`src/rtl/axis_arb_pkg.sv`:
```
// rtl/axis_arb_pkg.sv - shared types and round-robin pick function for the packet arbiter
package axis_arb_pkg;

    typedef enum logic {
        IDLE = 1'b0,
        PASS = 1'b1
    } arb_state_e;

    localparam int IW_MIN = 1;
    localparam int M_MAX  = 16;

    // First set request bit strictly after `last`, wrapping modulo m.
    function automatic logic [3:0] rr_pick(input logic [M_MAX-1:0] req,
                                           input logic [3:0]       last,
                                           input int               m);
        logic [3:0] pick;
        logic       found;
        int         idx;
        pick  = '0;
        found = 1'b0;
        for (int k = 1; k <= M_MAX; k++) begin
            if (k <= m) begin
                idx = (int'(last) + k) % m;
                if (!found && req[idx[3:0]]) begin
                    pick  = idx[3:0];
                    found = 1'b1;
                end
            end
        end
        return pick;
    endfunction

endpackage

```
`src/rtl/axis_skid_buffer.sv`:
```
// rtl/axis_skid_buffer.sv - 2-entry stream register slice; outputs driven straight from flops
module axis_skid_buffer #(
    parameter int W = 8
) (
    input  logic         Clk,
    input  logic         Rst,
    input  logic [W-1:0] s_tdata,
    input  logic         s_tvalid,
    output logic         s_tready,
    output logic [W-1:0] m_tdata,
    output logic         m_tvalid,
    input  logic         m_tready
);

    logic [W-1:0] head_q, tail_q;
    logic [1:0]   count_q;
    logic         push, pop;

    assign s_tready = (count_q != 2'd2);
    assign m_tvalid = (count_q != 2'd0);
    assign m_tdata  = head_q;
    assign push     = s_tvalid & s_tready;
    assign pop      = m_tvalid & m_tready;

    always_ff @(posedge Clk or negedge Rst) begin
        if (!Rst) begin
            head_q  <= '0;
            tail_q  <= '0;
            count_q <= 2'd0;
        end else begin
            case ({push, pop})
                2'b10: begin
                    if (count_q == 2'd0) head_q <= s_tdata;
                    else                 tail_q <= s_tdata;
                    count_q <= count_q + 2'd1;
                end
                2'b01: begin
                    head_q  <= tail_q;
                    count_q <= count_q - 2'd1;
                end
                2'b11: begin
                    if (count_q == 2'd1) begin
                        head_q <= s_tdata;
                    end else begin
                        head_q <= tail_q;
                        tail_q <= s_tdata;
                    end
                end
                default: ;
            endcase
        end
    end

endmodule

```
`src/rtl/axis_rr_arbiter.sv`:
```
// rtl/axis_rr_arbiter.sv - packet-locked round-robin AXI-Stream arbiter; AXIS_ARB_REG_OUT_EN adds an output slice
module axis_rr_arbiter
    import axis_arb_pkg::*;
#(
    parameter  int M  = 4,
    parameter  int N  = 4,
    parameter  int U  = 1,
    localparam int IW = ($clog2(M) < IW_MIN) ? IW_MIN : $clog2(M)
) (
    input  logic             Clk,
    input  logic             Rst,
    input  logic [M-1:0]     s_tvalid,
    output logic [M-1:0]     s_tready,
    input  logic [M*8*N-1:0] s_tdata,
    input  logic [M-1:0]     s_tlast,
    input  logic [M*U-1:0]   s_tuser,
    output logic             m_tvalid,
    input  logic             m_tready,
    output logic [8*N-1:0]   m_tdata,
    output logic             m_tlast,
    output logic [U-1:0]     m_tuser,
    output logic [IW-1:0]    m_tdest,
    output logic             grant_active
);

    localparam int DW = 8 * N;

    arb_state_e    state_q, state_d;
    logic [IW-1:0] gnt_q, gnt_d;
    logic [IW-1:0] last_q, last_d;

    logic          pass, sel_valid, sel_last, in_ready, in_hs;
    logic [DW-1:0] sel_data;
    logic [U-1:0]  sel_user;

    assign pass         = (state_q == PASS);
    assign sel_valid    = s_tvalid[gnt_q];
    assign sel_last     = s_tlast[gnt_q];
    assign sel_data     = s_tdata[gnt_q*DW +: DW];
    assign sel_user     = s_tuser[gnt_q*U +: U];
    assign in_hs        = pass & sel_valid & in_ready;
    assign s_tready     = pass ? (M'(in_ready) << gnt_q) : '0;
    assign grant_active = pass;

    always_comb begin
        state_d = state_q;
        gnt_d   = gnt_q;
        last_d  = last_q;
        case (state_q)
            IDLE: begin
                if (|s_tvalid) begin
                    gnt_d   = IW'(rr_pick(M_MAX'(s_tvalid), 4'(last_q), M));
                    state_d = PASS;
                end
            end
            PASS: begin
                // The grant is held until the TLAST beat is accepted, regardless of gaps in valid.
                if (in_hs && sel_last) begin
                    last_d  = gnt_q;
                    state_d = IDLE;
                end
            end
            default: state_d = IDLE;
        endcase
    end

    always_ff @(posedge Clk or negedge Rst) begin
        if (!Rst) begin
            state_q <= IDLE;
            gnt_q   <= '0;
            last_q  <= IW'(M - 1);
        end else begin
            state_q <= state_d;
            gnt_q   <= gnt_d;
            last_q  <= last_d;
        end
    end

`ifdef AXIS_ARB_REG_OUT_EN
    localparam int SW = DW + U + IW + 1;
    logic [SW-1:0] slice_out;

    axis_skid_buffer #(.W(SW)) u_slice (
        .Clk      (Clk),
        .Rst      (Rst),
        .s_tdata  ({gnt_q, sel_user, sel_last, sel_data}),
        .s_tvalid (pass & sel_valid),
        .s_tready (in_ready),
        .m_tdata  (slice_out),
        .m_tvalid (m_tvalid),
        .m_tready (m_tready)
    );

    assign {m_tdest, m_tuser, m_tlast, m_tdata} = slice_out;
`else
    assign in_ready = m_tready;
    assign m_tvalid = pass & sel_valid;
    assign m_tdata  = pass ? sel_data : '0;
    assign m_tlast  = pass & sel_last;
    assign m_tuser  = pass ? sel_user : '0;
    assign m_tdest  = pass ? gnt_q : '0;
`endif

endmodule
```
`config.mk`:
```
export PLATFORM = sky130hd
export DESIGN_NAME = axis_rr_arbiter
export DESIGN_NICKNAME = d
export VERILOG_FILES = /design/src/rtl/axis_arb_pkg.sv /design/src/rtl/axis_skid_buffer.sv /design/src/rtl/axis_rr_arbiter.sv
export SDC_FILE = /design/constraint.sdc
export NUM_CORES = 1
export LEC_CHECK = 0
export CORE_AREA = 2 2 89 70
export DETAILED_ROUTE_END_ITERATION = 8
export DIE_AREA = 0 0 91 72
export PLACE_DENSITY = 0.82
export SLEW_MARGIN = 20
export SYNTH_ARGS = -nofsm -noshare
export SYNTH_HDL_FRONTEND = slang
export SYNTH_SLANG_ARGS = --single-unit
export TNS_END_PERCENT = 50
```
`constraint.sdc`:
```
create_clock -name Clk -period 1.7 [get_ports Clk]
set_input_delay 0.17 -clock Clk [delete_from_list [all_inputs] [get_ports Clk]]
set_output_delay 0.17 -clock Clk [all_outputs]
set_load 0.05 [all_outputs]
```
== After elaboration in Yosys (flattened, before gate mapping) ==
Index checks and enable logic that the tools add are counted.

* Word-level logic and storage cells: 69
* Output and inout port bits: 42
* Bits of input ports: 143
* Register bits: 5

* Add/sub/neg operators: 4
* Order comparisons: 5
* Multiplexer cells: 32
* Bitwise logic cells: 8
* Shifts and indexed selects: 3
* Reduce and logical (&&, ||, !) cells: 14

{| class="wikitable"
|+ Operators with widths
! operator !! count
|-
| indexed part select 128 x 8 -> 32 bit || 1
|-
| two-way mux 32 bit || 1
|-
| less-than comparator 4 x 5 -> 1 bit (second input constant) || 4
|-
| two-way mux 1 bit || 18
|-
| binary-select mux 1 bit (select 3 bit) || 4
|-
| two-way mux 2 bit || 5
|-
| OR reduction 2 bit || 4
|-
| adder 2 x 1 -> 2 bit (second input constant) || 2
|-
| adder 2 bit (second input constant) || 2
|-
| AND 1 bit (first input constant) || 4
|-
| binary-select mux 1 bit (select 2 bit) || 2
|-
| logical AND 1 bit || 4
|-
| two-way mux 4 bit || 1
|-
| AND reduction 2 bit || 2
|-
| OR reduction 4 bit || 1
|-
| indexed part select 4 x 3 -> 1 bit || 1
|-
| left shift 1 x 2 -> 4 bit || 1
|-
| AND 1 bit || 3
|-
| logical NOT 1 bit || 3
|-
| less-than comparator 2 x 3 -> 1 bit (second input constant) || 1
|-
| one-hot mux 1 bit (2 select lines) || 1
|-
| NOT 1 bit || 1
|}

== Depth between registers and ports, before layout ==
* Depth after elaboration: 21
* Depth in mapped cells: 6

== Worst setup path before layout ==
No wires, ideal clock.

* Path kind: reg-to-reg
* From: register state_q, in the netlist grant_active
* To: register last_q[0]
* Stages on the path, launching flop included: 5
* Arrival: 1.818 ns
* Path slack: -0.201 ns
* Period minus slack after synthesis: 1.901 ns
* Cells stage by stage: dfrtp_1 nand2_1 o22ai_2 nand2_2 mux2_2

* Cells in the longest elaborated chain, start to end: 4

{| class="wikitable"
|+ RTL lines
! item !! line !! RTL
|-
| start, declared || axis_rr_arbiter.sv:28 || <nowiki>arb_state_e state_q, state_d;</nowiki>
|-
| start signal, assigned || axis_rr_arbiter.sv:73 || <nowiki>state_q <= state_d;</nowiki>
|-
| AND 1 bit || - ||
|-
| net m_tvalid || axis_rr_arbiter.sv:17 || <nowiki>output logic m_tvalid,</nowiki>
|-
| AND 1 bit || axis_rr_arbiter.sv:41 || <nowiki>assign in_hs = pass & sel_valid & in_ready;</nowiki>
|-
| logical AND 1 bit || axis_rr_arbiter.sv:58 || <nowiki>if (in_hs && sel_last) begin</nowiki>
|-
| AND reduction 2 bit (no line) || - ||
|-
| end signal, assigned || axis_rr_arbiter.sv:71 || <nowiki>last_q <= IW'(M - 1);</nowiki>
|-
| end signal, assigned || axis_rr_arbiter.sv:75 || <nowiki>last_q <= last_d;</nowiki>
|-
| end, declared || axis_rr_arbiter.sv:30 || <nowiki>logic [IW-1:0] last_q, last_d;</nowiki>
|}

The timed path passes the listed nets, and every way through them passes these cells.
A chain may end at the register's enable or synchronous reset.

== Worst setup path after layout ==
* From: register gnt_q[0]
* To: output port m_tdata[30]

* Cells in the longest elaborated chain, start to end: 2

{| class="wikitable"
|+ RTL lines
! item !! line !! RTL
|-
| start, declared || axis_rr_arbiter.sv:29 || <nowiki>logic [IW-1:0] gnt_q, gnt_d;</nowiki>
|-
| start signal, assigned || axis_rr_arbiter.sv:74 || <nowiki>gnt_q <= gnt_d;</nowiki>
|-
| indexed part select 128 x 8 -> 32 bit || axis_rr_arbiter.sv:39 || <nowiki>assign sel_data = s_tdata[gnt_q*DW +: DW];</nowiki>
|-
| two-way mux 32 bit || axis_rr_arbiter.sv:98 || <nowiki>assign m_tdata = pass ? sel_data : '0;</nowiki>
|-
| end, declared || axis_rr_arbiter.sv:19 || <nowiki>output logic [8*N-1:0] m_tdata,</nowiki>
|}

No other way between the ends.

==> impl_metrics.ini <==
[cells_and_area]
postLayoutCellArea_sq_um = 3990
drive_gt1_share_pct = 44.2
layout_commonest_cell = clkdlybuf4s50_1
nNetsFinal = 461
final_cell_mix = clkdlybuf4s50_1, buf_12, mux4_2, and2_4
area_growth_pct = 167
insertedDiodeCount = 0

[global_route]
grt_max_degree = 25
grt_overflow = 0
antenna_found_initial = 0
grt_pass1_wl_mm = 11.4
grt_util_all_layers_pct = 22.0
first_global_vias = 2130

[route]
antenna_left = 0
viasPerCell = 4.85
first_pass_iters = 4
dr_total_vias = 1914
wl_mm = 7.33
route.detailed.drc = 0
wl_per_cell_microns = 18.6
drt_iter0_markers = 47

[synthesis]
synth.avg_cell_area_sq_um = 11.4
ys_seq_area_share_pct = 8.55
synthTopCellsByArea = mux4_2, and2_1, mux4_1, dfrtp_1, mux2i_1
synth-async-reset-ratio_pct = 100
synth_fp_nets = 274
synth-edff-count = 0
yosys.area.top_type = mux4_2
synth_cell_type_count = 27
synth_ff_type = dfrtp_1
synth_seq_cells = 5
syn_inst = 131
yosys_warnings = 0
yosysTopAreaCellShare_pct = 40.7
netlist_area_sq_um = 1490

[clock_network]
clk_pin_slew_ns = 0.04
cts_num_sinks = 5
cts_root_buffer = clkbuf_8
clk_path_buf_depth = 2
h-tree-depth = 1
cts_buffers = 3
clk_latency_ns = 0.22
cts_tree = built

[critical_path]
critPathLaunchType = register
worst-r2r-cell-count = 6
critPathKind = reg2out
r2r_start = gnt_q[0]
critPathArrivalTime_ns = 1.69
critPathRequiredTime_ns = 1.53
r2r-end = last_q[1]
r2r_slack_ns = 0.07
critPathMaxFanout = 8
worstSetupEndpointType = primary output

[power]
power_density_nw_per_um2 = 2020
finalPower_w = 0.00806
irDropWorstVdd_mv = 1.03
power.leakage_nw = 1.58

[sta]
hold_viol = 0
timing.hold.ws_ns = 0.182
rsz0062_at_grt = true
slew_violations = 0
tns_ns = -4.58
fin_crit_ns = 1.86
finalWorstSetupSlack_ns = -0.160
fmax_mhz = 538
final.period_utilization_pct = 109
worst_clock_skew_ns = 0.00217
setup_viol = 34
maxSlewHeadroom_pct = 76.0
tightest_slew_ns = 0.360

[floorplan]
row_count = 24
die_area_sq_um = 6550
io_pins = 185
start_util_pct = 26.4
dieHeight_microns = 72
die_w_microns = 91
core_area_sq_um = 5650

[placed_design]
pre_cts_ws_ns = 0.00705
hpwl_mm = 5.96
gp_congestion = 0.854
placed_cell_area_sq_um = 3780
io_buffers = 184

[job]
cap_violations = 0

[min_path]
min_path_type = in2async

[status]
violations = negative setup slack
status = complete, but fails checks
## Yosys cell counts, types with 2 or more instances
cell	count
inv_1	2
mux2_2	2
nor2_1	8
mux4_1	6
o22ai_1	2
mux4_2	27
dfstp_2	2
and2_1	34
dfrtp_1	3
mux2i_1	6
clkbuf_1	6
nand2_1	7
a21oi_1	3
a21o_1	2
buf_6	4
nand2b_1	4
buf_2	3
## kinds of logic after synthesis
family                 synth area share, %
AND/OR/NAND/NOR                       21.3
buffers and inverters                 7.88
AO/OA/AOI/OAI                         5.45
flip-flops                            8.55
multiplexers                          56.8
## metal layers
| metal | vias up | global-route usage, % | share of wire, % |
|---|---|---|---|
| li1 | 884 | - | - |
| met1 | 931 | 25.9 | 37 |
| met2 | 91 | 42.1 | 55 |
| met3 | 8 | 4.05 | 7.1 |
| met4 | 0 | 4.88 | 1.2 |
| met5 | - | 0 | 0 |
## critical path, stage by stage, from the launching register on
cell     delay [ns]
dfrtp_2        0.45
buf_8          0.18
mux4_2         0.51
and2_4         0.18
buf_12         0.14
## flip-flops by register name (all words and copies together) (netlist names)
register and count:
gnt_q 2, last_q 2, grant_active 1
## layout make-up
class / count / area (sq um)
Clock buffer: 4 / 45.0
Fill cell: 408 / 1660
Inverter: 2 / 7.51
Multi-Input combinational cell: 109 / 1360
Sequential cell: 5 / 131
Tap cell: 78 / 97.6
Timing Repair Buffer: 197 / 2340
## power breakdown
group	leakage, nW	internal [W]	total [W]	switching [W]
clock	0.0228	0.000161	0.000219	0.0000577
sequential	0.0507	0.000202	0.000332	0.000130
combinational	1.51	0.00396	0.00751	0.00355
## through the flow
stage                     instances  util [%]
after global placement          388      66.9
after detailed placement        388      66.9
after CTS                       397      71.1
after global routing            395      70.6
after floorplan                 131         -
final                           395      70.6
## worst max path at each step
| stage | slack, ns | end | from |
|---|---|---|---|
| global route | -0.22 | m_tdata[30] | gnt_q[0] |
| CTS | -0.22 | m_tdata[27] | gnt_q[0] |
| floorplan | 0.09 | m_tdata[23] | grant_active |
| detailed placement | 0.007 | m_tdata[0] | gnt_q[0] |
| finish | -0.16 | m_tdata[30] | gnt_q[0] |
| global placement | 0.05 | m_tuser | gnt_q[0] |
## what timing repair did
item,4_1_cts,5_1_grt
setup endpoints to repair,35,36
buffers inserted,3,1
pin swaps,19,1
resized for setup,53,10
cloned,2,0
hold buffers,0,0
Note: power is estimated with default switching activity, not from simulation.
